**src/rtl/morse_pkg.sv**
```systemverilog
// Shared Morse definitions: letter-code table, transmitter state encoding and
// symbol-count constant used by the Morse transmit blocks.
package morse_pkg;

    localparam int unsigned SYMBOL_LEN = 12;

    typedef enum logic [1:0] {
        ST_IDLE,
        ST_LOAD,
        ST_SEND,
        ST_GAP
    } tx_state_e;

    // Each pattern is sent MSB-first; trailing zeros pad the letter to SYMBOL_LEN.
    function automatic logic [SYMBOL_LEN-1:0] letter_pattern(input logic [2:0] code);
        logic [SYMBOL_LEN-1:0] pat;
        pat = '0;
        case (code)
            3'b000: pat = 12'b1011_1000_0000;
            3'b001: pat = 12'b1110_1010_1000;
            3'b010: pat = 12'b1110_1011_1010;
            3'b011: pat = 12'b1110_1010_0000;
            3'b100: pat = 12'b1000_0000_0000;
            3'b101: pat = 12'b1010_1110_1000;
            3'b110: pat = 12'b1110_1110_1000;
            3'b111: pat = 12'b1010_1010_0000;
        endcase
        return pat;
    endfunction

endpackage

```
**src/rtl/morse_tick_div.sv**
```systemverilog
// Loadable down-counter producing one Tick every DIV enabled cycles; reloads
// itself on each Tick so symbols stay exactly DIV cycles long.
module morse_tick_div #(
    parameter int unsigned DIV = 260
) (
    input  logic ClockIn,
    input  logic Resetn,
    input  logic Load,
    input  logic Enable,
    output logic Tick
);

    localparam int unsigned CNT_W = (DIV > 1) ? $clog2(DIV) : 1;
    localparam logic [CNT_W-1:0] RELOAD = CNT_W'(DIV - 1);

    logic [CNT_W-1:0] cnt_q;
    logic [CNT_W-1:0] cnt_d;

    always_comb begin
        cnt_d = cnt_q;
        if (Load) begin
            cnt_d = RELOAD;
        end else if (Enable) begin
            cnt_d = (cnt_q == '0) ? RELOAD : cnt_q - CNT_W'(1);
        end
    end

    always_ff @(posedge ClockIn) begin
        if (!Resetn) begin
            cnt_q <= '0;
        end else begin
            cnt_q <= cnt_d;
        end
    end

    assign Tick = Enable && (cnt_q == '0);

endmodule

```
**src/rtl/morse_tx_arbiter.sv**
```systemverilog
// Round-robin arbiter between two letter requesters feeding one Morse symbol
// shifter; serialises the granted letter then an inter-letter gap.
module morse_tx_arbiter
    import morse_pkg::*;
#(
    parameter int unsigned TICK_DIV = 260,
    parameter int unsigned GAP_BITS = 3
) (
    input  logic       ClockIn,
    input  logic       Resetn,
    input  logic       ReqA,
    input  logic [2:0] LetterA,
    input  logic       ReqB,
    input  logic [2:0] LetterB,
    output logic       GrantA,
    output logic       GrantB,
    output logic       DotDashOut,
    output logic       NewBitOut,
    output logic       Busy,
    output logic       DoneA,
    output logic       DoneB
);

    localparam int unsigned GAP_W   = (GAP_BITS > 0) ? $clog2(GAP_BITS + 1) : 1;
    localparam int unsigned GAP_END = (GAP_BITS > 0) ? GAP_BITS - 1 : 0;
    localparam logic [GAP_W-1:0] GAP_LAST = GAP_W'(GAP_END);
    localparam logic [3:0]       BIT_LAST = 4'(SYMBOL_LEN - 1);

    tx_state_e             state_q, state_d;
    logic                  last_b_q, last_b_d;
    logic                  owner_b_q, owner_b_d;
    logic [2:0]            code_q, code_d;
    logic [SYMBOL_LEN-1:0] shift_q, shift_d;
    logic [3:0]            bit_cnt_q, bit_cnt_d;
    logic [GAP_W-1:0]      gap_cnt_q, gap_cnt_d;
    logic                  grant_a_q, grant_a_d;
    logic                  grant_b_q, grant_b_d;
    logic                  done_a_q, done_a_d;
    logic                  done_b_q, done_b_d;

    logic tick;
    logic div_load;
    logic div_en;
    logic win_b;
    logic letter_done;

    assign div_load = (state_q == ST_LOAD);
    assign div_en   = (state_q == ST_SEND) || (state_q == ST_GAP);

    morse_tick_div #(
        .DIV(TICK_DIV)
    ) u_tick_div (
        .ClockIn(ClockIn),
        .Resetn (Resetn),
        .Load   (div_load),
        .Enable (div_en),
        .Tick   (tick)
    );

    // On a tie the requester not served last wins.
    assign win_b = ReqB && (!ReqA || !last_b_q);

    always_ff @(posedge ClockIn) begin
        if (!Resetn) begin
            state_q   <= ST_IDLE;
            last_b_q  <= 1'b1;
            owner_b_q <= 1'b0;
            code_q    <= '0;
            shift_q   <= '0;
            bit_cnt_q <= '0;
            gap_cnt_q <= '0;
            grant_a_q <= 1'b0;
            grant_b_q <= 1'b0;
            done_a_q  <= 1'b0;
            done_b_q  <= 1'b0;
        end else begin
            state_q   <= state_d;
            last_b_q  <= last_b_d;
            owner_b_q <= owner_b_d;
            code_q    <= code_d;
            shift_q   <= shift_d;
            bit_cnt_q <= bit_cnt_d;
            gap_cnt_q <= gap_cnt_d;
            grant_a_q <= grant_a_d;
            grant_b_q <= grant_b_d;
            done_a_q  <= done_a_d;
            done_b_q  <= done_b_d;
        end
    end

    always_comb begin
        state_d = state_q;
        case (state_q)
            ST_IDLE: if (ReqA || ReqB) state_d = ST_LOAD;
            ST_LOAD: state_d = ST_SEND;
            ST_SEND: begin
                if (tick && (bit_cnt_q == BIT_LAST)) begin
                    state_d = (GAP_BITS == 0) ? ST_IDLE : ST_GAP;
                end
            end
            ST_GAP: if (tick && (gap_cnt_q == GAP_LAST)) state_d = ST_IDLE;
            default: state_d = ST_IDLE;
        endcase
    end

    assign letter_done = (state_d == ST_IDLE) &&
                         ((state_q == ST_SEND) || (state_q == ST_GAP));

    always_comb begin
        last_b_d  = last_b_q;
        owner_b_d = owner_b_q;
        code_d    = code_q;
        shift_d   = shift_q;
        bit_cnt_d = bit_cnt_q;
        gap_cnt_d = gap_cnt_q;
        grant_a_d = 1'b0;
        grant_b_d = 1'b0;
        done_a_d  = 1'b0;
        done_b_d  = 1'b0;
        case (state_q)
            ST_IDLE: begin
                if (ReqA || ReqB) begin
                    grant_a_d = !win_b;
                    grant_b_d = win_b;
                    owner_b_d = win_b;
                    code_d    = win_b ? LetterB : LetterA;
                end
            end
            ST_LOAD: begin
                shift_d   = letter_pattern(code_q);
                bit_cnt_d = '0;
                gap_cnt_d = '0;
            end
            ST_SEND: begin
                if (tick) begin
                    shift_d   = {shift_q[SYMBOL_LEN-2:0], 1'b0};
                    bit_cnt_d = bit_cnt_q + 4'd1;
                end
            end
            ST_GAP: begin
                if (tick) gap_cnt_d = gap_cnt_q + GAP_W'(1);
            end
            default: ;
        endcase
        if (letter_done) begin
            done_a_d = !owner_b_q;
            done_b_d = owner_b_q;
            last_b_d = owner_b_q;
        end
    end

    always_comb begin
        GrantA     = grant_a_q;
        GrantB     = grant_b_q;
        DoneA      = done_a_q;
        DoneB      = done_b_q;
        Busy       = (state_q != ST_IDLE);
        DotDashOut = (state_q == ST_SEND) && shift_q[SYMBOL_LEN-1];
        NewBitOut  = tick && div_en;
    end

endmodule

```
**config.mk**
```make
export PLATFORM = sky130hd
export DESIGN_NAME = morse_tx_arbiter
export DESIGN_NICKNAME = d
export VERILOG_FILES = /design/src/rtl/morse_pkg.sv /design/src/rtl/morse_tick_div.sv /design/src/rtl/morse_tx_arbiter.sv
export SDC_FILE = /design/constraint.sdc
export NUM_CORES = 1
export LEC_CHECK = 0
export BUFFER_PORTS_ARGS = -buffer_cell sky130_fd_sc_hd__clkbuf_2
export CORE_MARGIN = 1.5
export CORE_UTILIZATION = 50
export DETAILED_ROUTE_END_ITERATION = 8
export MAX_ROUTING_LAYER = met4
export PLACE_DENSITY = 0.69
export SLEW_MARGIN = 40
export SYNTH_ARGS = -nofsm -noshare
export SYNTH_HDL_FRONTEND = slang
export SYNTH_SLANG_ARGS = --single-unit
```
**constraint.sdc**
```tcl
create_clock -name ClockIn -period 2.9 [get_ports ClockIn]
set_input_delay 0.58 -clock ClockIn [delete_from_list [all_inputs] [get_ports ClockIn]]
set_output_delay 0.58 -clock ClockIn [all_outputs]
set_load 0.02 [all_outputs]
```
==> out/qor.txt, run 1 <==
status = finished, final reports clean
prevailing post-synth register cell = dfxtp_1
Setup TNS = 0 ns
power density cells = 669 nW/um2
clock slew at reported path FFs = 0.08 ns
Worst EP required = 2.32 ns
Initial Utilization = 0.538
Unique masters post-synth = 47
Peak supply drop = 0.403 mV
leading area contributor after synthesis = dfxtp_1
Final Non-Filler Cells = 266
Syn. warnings = 0
clk root buf = clkbuf_8
via/cell ratio = 5.59
final-report hold violation count = 0
Worst Skew = 0.00542 ns
first-pass GRT wire length = 6580 um
#FFs+latches synth = 44
CTS resizes = 0
total CTS buffers = 5
Post-Syn Area = 1850 um2
pre-CTS setup slack = 0.660 ns
kind of critical path = reg2out
dpl cells = 258
peak fanout along the critical path = 6
Yosys top cell area share = 0.476
FP Rows = 21
fin crit period = 2.43 ns
Placement Cell Area = 1970 um2
DR iter-0 viols = 115
Hold Path Origin = shift_q[1]
fraction of registers with async set/reset = 0
Highest Clock Rate = 0.412 GHz
top cells by area, synth = dfxtp_1 48%, nor2_1 5.5%, ha_1 4.1%
Avg WL per Cell = 14.0 um
CTS Sinks = 44
IO Pins = 17
largest net degree at the start of global routing = 22
worst setup margin = 0.472 ns
vias in the first global route = 1481
final count of pins violating max slew = 0
post-route ant nets = 0
grt ovf = 0
hold buffers post-CTS = 0
metal2 WL = 1690 um
Core ar. = 3440 um2
Slew headroom = 0.641
Hold Path End = shift_q[1]
Final Net Count = 235
uppermost layer routed = met4
Hold/Removal Path Class = reg2reg
WL met3 = 152 um
syn nets = 218
PortBufs = 16
crit end category = output pin
Post-synth EDFFs = 0
Post-DP HPWL = 2720 um
Reg2Reg Depth = 4
Cells after Synth = 202
Setup Buffers After CTS = 0
layout cells sized above 1 = 0.141
worst r2r dst = bit_cnt_q[3]
routability congestion estimate from global placement = 0.807
Clock Path Buffers = 2
R2R Path Start = state_q[1]
Post-Route WL = 3730 um
Mapped Avg Cell Area = 9.17 um2
Diodes inserted = 0
GRT Overall Usage = 0.215
Die ar. = 4080 um2
total number of H-tree levels = 2
leakage = 0.854 nW
Worst EP arrival = 1.85 ns
commonest non-fill, non-tap cells in the layout = 44 x dfxtp_1, 27 x nor2_1, 16 x clkbuf_2
Max-cap violations = 0
Worst Setup Start Kind = flop
Layout area overhead = 11.4%
die extent in x = 63.9 um
Least-Margin Pin Slew = 0.538 ns
CTS tree = yes
Die H = 63.9 um
Metal-1 WL = 1840 um
DR vias = 1486
later-pin clock latency in the skew report = 0.29 ns
worst reg-to-reg setup slack = 0.72 ns
Post-route DRC = 0
unrepaired setup endpoints after global routing = false
drt pass-1 iters = 4
crit share post-route = 0.837
most common cell after layout, fill and taps aside = dfxtp_1
Hold Path Stages = 2
post-synthesis sequential area ratio = 0.476
initial antenna violation count = 0
setup violators final = 0
Finished Cell Area = 2060 um2
-- cell type report --
class	instances	area, um2
tap	46	57.6
inverter	13	48.8
fill	315	1380
timing repair buffer	18	95.1
clock buffer	8	90.1
sequential	44	881
multi-input combinational	137	891
-- layer usage --
metal  track usage  vias to the layer above
met5             -                        -
met4        0.0897                        0
met3        0.0599                        6
met2         0.332                       31
met1         0.263                      699
li1              -                      750
-- worst max-delay path, cell delays in order, from the launching register on --
cell,delay (ns)
dfxtp_1,0.40
inv_1,0.08
ha_1,0.21
nor2b_1,0.13
buf_4,0.15
and4_1,0.24
and2_1,0.18
clkbuf_2,0.15
-- Yosys cell counts, drive strengths merged, types with 3 or more instances --
cell type	count
o221ai	5
nand2	14
nor2	27
and3	3
nand4	6
clkbuf	7
and2	4
mux2i	3
ha	6
nor3	5
xor2	4
inv	13
o21ai	9
a21oi	8
dfxtp	44
nand3	9
-- worst max-delay path by stage --
stage | from | end | slack, ns | cells past startpoint
after floorplan | ReqB | flop | 0.83 | 7
after global placement | ReqB | flop | 0.74 | 7
after detailed placement | ReqB | flop | 0.66 | 7
after CTS | u_tick_div.cnt_q[0] | NewBitOut | 0.48 | 7
after global routing | u_tick_div.cnt_q[0] | NewBitOut | 0.39 | 7
final | u_tick_div.cnt_q[0] | NewBitOut | 0.47 | 7
-- where the power goes --
| part | switching (mW) | internal (mW) | total (mW) |
|---|---|---|---|
| combinational | 0.165 | 0.107 | 0.271 |
| sequential | 0.0510 | 0.670 | 0.721 |
| clock | 0.193 | 0.194 | 0.387 |
-- per-stage QoR --
stage                util  hold WS (ns)  power [mW]
global route        0.599         0.468        1.46
CTS                 0.599         0.462        1.39
global placement    0.573         0.444       0.990
floorplan               -         0.429       0.925
finish              0.599         0.457        1.38
detailed placement  0.573         0.452        1.00
-- cells by family after synthesis --
kind of cell | after synthesis | synth area share
and+or+nand+nor | 81 | 0.231
xor gates and xnor gates | 6 | 0.0284
DFF | 44 | 0.476
buffers and inverters | 21 | 0.0432
muxes | 3 | 0.0162
adders and majority gates | 6 | 0.0405
AOI/OAI and AO/OA | 41 | 0.165
No activity file was read; power rests on OpenSTA's default activity.
==> run 2, diff against run 1 <==
- ABC_AREA: default -> 1
- PLACE_DENSITY: 0.69 -> 0.68
- clock period: 2.9 -> 2.4 ns (I/O delays scaled with it)
==> run 2 against run 1 <==
Combinational power rose by 55%. Non-clock buffer count unchanged. Clock power is 55% higher. Utilization down 2.0 points. Sequential share of layout area fell by 5.0 points. Routed wire length is 1.1% higher. Flip-flop and latch count is the same. Die area is 14% higher. Largest power group unchanged. Highest routed layer unchanged.
==> out/qor.txt, run 2 <==
leading area contributor after synthesis = dfxtp_1
unrepaired setup endpoints after global routing = false
Setup Buffers After CTS = 0
post-synthesis sequential area ratio = 0.416
IO Pins = 17
R2R Path Start = state_q[1]
Critical-path top delay cell = dfxtp_1
FP Rows = 23
Mapped Avg Cell Area = 7.51 um2
Cells after Synth = 282
Hold Path Stages = 2
Finished Cell Area = 2330 um2
Setup TNS = 0 ns
final count of pins violating max slew = 0
syn nets = 298
multi-input logic area = 1020 um2
Core ar. = 4030 um2
Crit path max-delay family = simple AND/OR/NAND/NOR gates
Avg WL per Cell = 10.7 um
final-report hold violation count = 0
Highest Clock Rate = 0.479 GHz
CP Launch Point = u_tick_div.cnt_q[0]
later-pin clock latency in the skew report = 0.30 ns
Initial Utilization = 0.526
Hold Slack = 0.470 ns
Reg2Reg Depth = 7
Switching Fraction = 0.310
Placement Cell Area = 2210 um2
CTS Sinks = 44
Layout area overhead = 10.2%
Die H = 68.1 um
fraction of registers with async set/reset = 0
sequential share of power = 0.453
kind of critical path = reg2out
most frequent cell after synthesis = nand2_1
Clock Path Buffers = 2
crit end category = output pin
setup violators final = 0
worst r2r dst = shift_q[3]
Die ar. = 4640 um2
Synth top cells by count = 67 x nand2_1, 44 x dfxtp_1, 34 x inv_1, 32 x nand3_1, 26 x nor2_1
clk root buf = clkbuf_8
vias in the first global route = 1511
top cells by area, synth = dfxtp_1 42%, nand2_1 12%, nand3_1 7.6%
Yosys top cell area share = 0.416
Unique masters post-synth = 29
Post-route DRC = 0
Peak supply drop = 0.517 mV
CP cell instances = inv_1, ha_1, nand2_1, nor2_4, nand2_4, nor2_2, clkbuf_2
combinational fraction of design power = 0.226
first-pass GRT wire length = 6340 um
peak fanout along the critical path = 5
die extent in x = 68.1 um
Buf+Inv Stages, Crit Path = 2
Syn. warnings = 0
area occupied by registers = 881 um2
total number of H-tree levels = 2
initial antenna violation count = 0
Hold Path Origin = owner_b_q
post-route ant nets = 0
power density cells = 796 nW/um2
Post-Route WL = 3770 um
CTS tree = yes
routability congestion estimate from global placement = 0.753
total CTS buffers = 5
GRT Overall Usage = 0.186
Worst EP required = 1.92 ns
status = finished, final reports clean
leakage = 1.08 nW
DR vias = 1738
dpl cells = 343
Max-cap violations = 0
fin crit period = 2.09 ns
Final Net Count = 316
commonest non-fill, non-tap cells in the layout = 67 x nand2_1, 44 x dfxtp_1, 34 x inv_1
Net Switching = 0.577 mW
Slew headroom = 0.759
DR iter-0 viols = 67
Diodes inserted = 0
clock network power share = 0.321
Final Non-Filler Cells = 351
drt pass-1 iters = 4
pre-CTS setup slack = 0.648 ns
Worst EP arrival = 1.61 ns
hold buffers post-CTS = 0
Worst Setup Start Kind = flop
#FFs+latches synth = 44
Hold/Removal Path Class = reg2reg
clock slew at reported path FFs = 0.08 ns
CTS resizes = 0
largest net degree at the start of global routing = 17
fill count = 370
Hold Path End = DoneB
Internal Power = 1.28 mW
PortBufs = 16
Post-synth EDFFs = 0
Post-Syn Area = 2120 um2
via/cell ratio = 4.95
Least-Margin Pin Slew = 0.361 ns
prevailing post-synth register cell = dfxtp_1
grt ovf = 0
Worst Skew = 0.00407 ns
worst setup margin = 0.311 ns
most common cell after layout, fill and taps aside = nand2_1
worst reg-to-reg setup slack = 0.76 ns
Post-DP HPWL = 2780 um
crit share post-route = 0.871
layout cells sized above 1 = 0.183
Largest stage delay, worst path = 0.31 ns
[run 2: changes by cell type after synthesis, moves of 5 or more]
| cell | change |
|---|---|
| nand2_1 | +53 |
| nand3_1 | +23 |
| inv_1 | +22 |
| a21oi_1 | +14 |
| clkbuf_1 | -7 |
| nor2_4 | +6 |
| nor2_2 | +5 |
| o221ai_1 | -5 |
[run 2: per-stage QoR]
step / util / total power [mW]
2_1_floorplan: - / 1.21
3_3_place_gp: 0.549 / 1.28
3_5_place_dp: 0.549 / 1.28
4_1_cts: 0.580 / 1.88
5_1_grt: 0.580 / 1.97
6_report: 0.580 / 1.86
[run 2: per-layer routing]
metal / up-vias / global-route usage / wire length [um]
li1: 934 / - / -
met4: 0 / 0.0750 / 53
met2: 27 / 0.292 / 1720
met5: - / - / 0
met1: 772 / 0.228 / 1840
met3: 5 / 0.0493 / 152
[run 2: worst max path at each step]
stage / to / slack [ns] / cells after the start
after floorplan: NewBitOut / 0.81 / 6
after global placement: NewBitOut / 0.65 / 7
after detailed placement: NewBitOut / 0.65 / 7
after CTS: NewBitOut / 0.31 / 7
after global routing: NewBitOut / 0.19 / 7
final: NewBitOut / 0.31 / 7
[run 2: cells by family after synthesis]
| logic type | count (synthesis) | synth area share |
|---|---|---|
| compound gates | 33 | 0.0839 |
| simple gates | 150 | 0.354 |
| xor+xnor | 2 | 0.00827 |
| fa+ha+maj | 6 | 0.0354 |
| buf+inv | 47 | 0.103 |
| flops | 44 | 0.416 |
[run 2: layout make-up]
cell class	count	share of cell area
sequential	44	0.377
timing repair buffer	18	0.0407
clock inverter	2	0.0166
tap	50	0.0268
clock buffer	6	0.0354
multi-input combinational	191	0.437
inverter	40	0.0665
[run 2: power groups by stage]
| stage | registers, mW | logic, mW | clock network (mW) |
|---|---|---|---|
| after detailed placement | 0.859 | 0.422 | 0 |
| after floorplan | 0.848 | 0.357 | 0 |
| after CTS | 0.842 | 0.423 | 0.617 |
| after global placement | 0.859 | 0.419 | 0 |
| after global routing | 0.851 | 0.479 | 0.638 |
| final | 0.842 | 0.420 | 0.598 |
[run 2: worst register-to-register path: stages, from the launching register on]
cell,delay (ns)
dfxtp_1,0.54
inv_2,0.13
nor2_4,0.11
buf_4,0.22
nand3_4,0.22
nand2_4,0.19
nand2_1,0.07
a21oi_1,0.12
==> run 3, diff against run 2 <==
==> constraint.sdc (replaced) <==
create_clock -name ClockIn -period 2.4 [get_ports ClockIn]
set_input_delay 0.12 -clock ClockIn [delete_from_list [all_inputs] [get_ports ClockIn]]
set_output_delay 0.12 -clock ClockIn [all_outputs]
set_load 0.02 [all_outputs]
==> run 3 against run 2 <==
Clock skew is 0.0015 ns higher. Hold slack worse by 0.30 ns. Largest cell class unchanged. Flip-flop and latch count stayed put. Highest routed layer unchanged. Clock power is 0.8% lower.
==> out/qor.txt, run 3 (synthesis gave the netlist of run 2 again) <==
status = finished, final reports clean
CTS tree = yes
combinational fraction of design power = 0.224
Slew headroom = 0.764
Clock Path Buffers = 2
Setup Buffers After CTS = 0
Diodes inserted = 0
Max-cap violations = 0
crit end category = output pin
total number of H-tree levels = 2
hold buffers post-CTS = 0
Highest Clock Rate = 0.530 GHz
later-pin clock latency in the skew report = 0.30 ns
Hold Path Stages = 3
Initial Utilization = 0.526
final count of pins violating max slew = 0
Die ar. = 4640 um2
kind of critical path = reg2out
FP Rows = 23
largest net degree at the start of global routing = 20
commonest non-fill, non-tap cells in the layout = 67 x nand2_1, 44 x dfxtp_1, 34 x inv_1
Post-Route WL = 3730 um
dpl cells = 342
Worst EP required = 2.28 ns
DR iter-0 viols = 91
Worst Skew = 0.00555 ns
drt pass-1 iters = 4
Avg WL per Cell = 10.7 um
Die H = 68.1 um
first-pass GRT wire length = 6670 um
worst r2r dst = shift_q[3]
Hold Path Origin = Resetn
initial antenna violation count = 0
Final Net Count = 315
Final Non-Filler Cells = 350
Worst EP arrival = 1.77 ns
vias in the first global route = 1573
clock slew at reported path FFs = 0.08 ns
Reg2Reg Depth = 6
grt ovf = 0
Post-route DRC = 0
Hold Path End = state_q[0]
Net Switching = 0.568 mW
crit share post-route = 0.786
via/cell ratio = 4.97
setup violators final = 0
DR vias = 1741
Switching Fraction = 0.307
IO Pins = 17
PortBufs = 16
Peak supply drop = 0.455 mV
routability congestion estimate from global placement = 0.764
Placement Cell Area = 2210 um2
Core ar. = 4030 um2
GRT Overall Usage = 0.195
Worst Setup Start Kind = flop
sequential share of power = 0.455
Finished Cell Area = 2330 um2
peak fanout along the critical path = 15
leakage = 1.08 nW
fill count = 417
fin crit period = 1.89 ns
final-report hold violation count = 0
CTS Sinks = 44
R2R Path Start = state_q[1]
Least-Margin Pin Slew = 0.353 ns
total CTS buffers = 5
post-route ant nets = 0
worst reg-to-reg setup slack = 0.79 ns
CP Launch Point = state_q[1]
power density cells = 794 nW/um2
layout cells sized above 1 = 0.180
most common cell after layout, fill and taps aside = nand2_1
Setup TNS = 0 ns
unrepaired setup endpoints after global routing = false
Internal Power = 1.28 mW
Hold/Removal Path Class = in2reg
clock network power share = 0.321
clk root buf = clkbuf_8
CTS resizes = 0
Layout area overhead = 9.86%
die extent in x = 68.1 um
Post-DP HPWL = 2790 um
==> run 3: cell types whose count changed in the layout (fill, tap and decap cells not counted), sizes merged <==
cell,before,now
buf,2,1
==> run 3: per-stage QoR <==
stage	setup slack, ns	power (mW)	hold WS, ns	util
2_1_floorplan	0.894	1.21	0.348	-
3_3_place_gp	0.821	1.27	0.457	0.548
3_5_place_dp	0.781	1.28	0.463	0.548
4_1_cts	0.485	1.87	0.157	0.578
5_1_grt	0.331	1.96	0.168	0.578
6_report	0.513	1.85	0.169	0.578
==> run 3: critical path, cell delays in order (launching register included) <==
cell and delay, ns:
dfxtp_1 0.52, inv_2 0.12, nor2_4 0.31, inv_1 0.22, nor2_1 0.12, clkbuf_2 0.17
==> run 3: final cells by class <==
class | count | area [um2] | share of cell area
multi-input cells | 191 | 1020 | 0.438
repair buffers | 17 | 87.6 | 0.0376
flip-flops and latches | 44 | 881 | 0.378
clock inverters | 2 | 38.8 | 0.0167
well taps | 50 | 62.6 | 0.0269
inverters | 40 | 155 | 0.0667
clock buffers | 6 | 82.6 | 0.0355
==> run 3: how the worst max path moves through the flow <==
| stage | cells past startpoint | slack, ns | end |
|---|---|---|---|
| 6_report | 5 | 0.51 | DotDashOut |
| 5_1_grt | 5 | 0.33 | DotDashOut |
| 2_1_floorplan | 10 | 0.89 | flop |
| 3_5_place_dp | 6 | 0.78 | shift_q[6] |
| 4_1_cts | 5 | 0.48 | DotDashOut |
| 3_3_place_gp | 9 | 0.82 | flop |
==> run 3: metal layers <==
| metal | global-route usage | wire [um] | vias to the layer above |
|---|---|---|---|
| li1 | - | - | 927 |
| met1 | 0.244 | 1820 | 785 |
| met2 | 0.296 | 1710 | 23 |
| met3 | 0.0510 | 128 | 6 |
| met4 | 0.0875 | 76 | 0 |
| met5 | - | 0 | - |
==> run 3: power by group through the flow <==
stage / clock network [mW] / logic (mW) / registers [mW]
floorplan: 0 / 0.357 / 0.848
global placement: 0 / 0.414 / 0.858
detailed placement: 0 / 0.418 / 0.860
CTS: 0.610 / 0.419 / 0.843
global route: 0.641 / 0.472 / 0.852
finish: 0.593 / 0.414 / 0.842
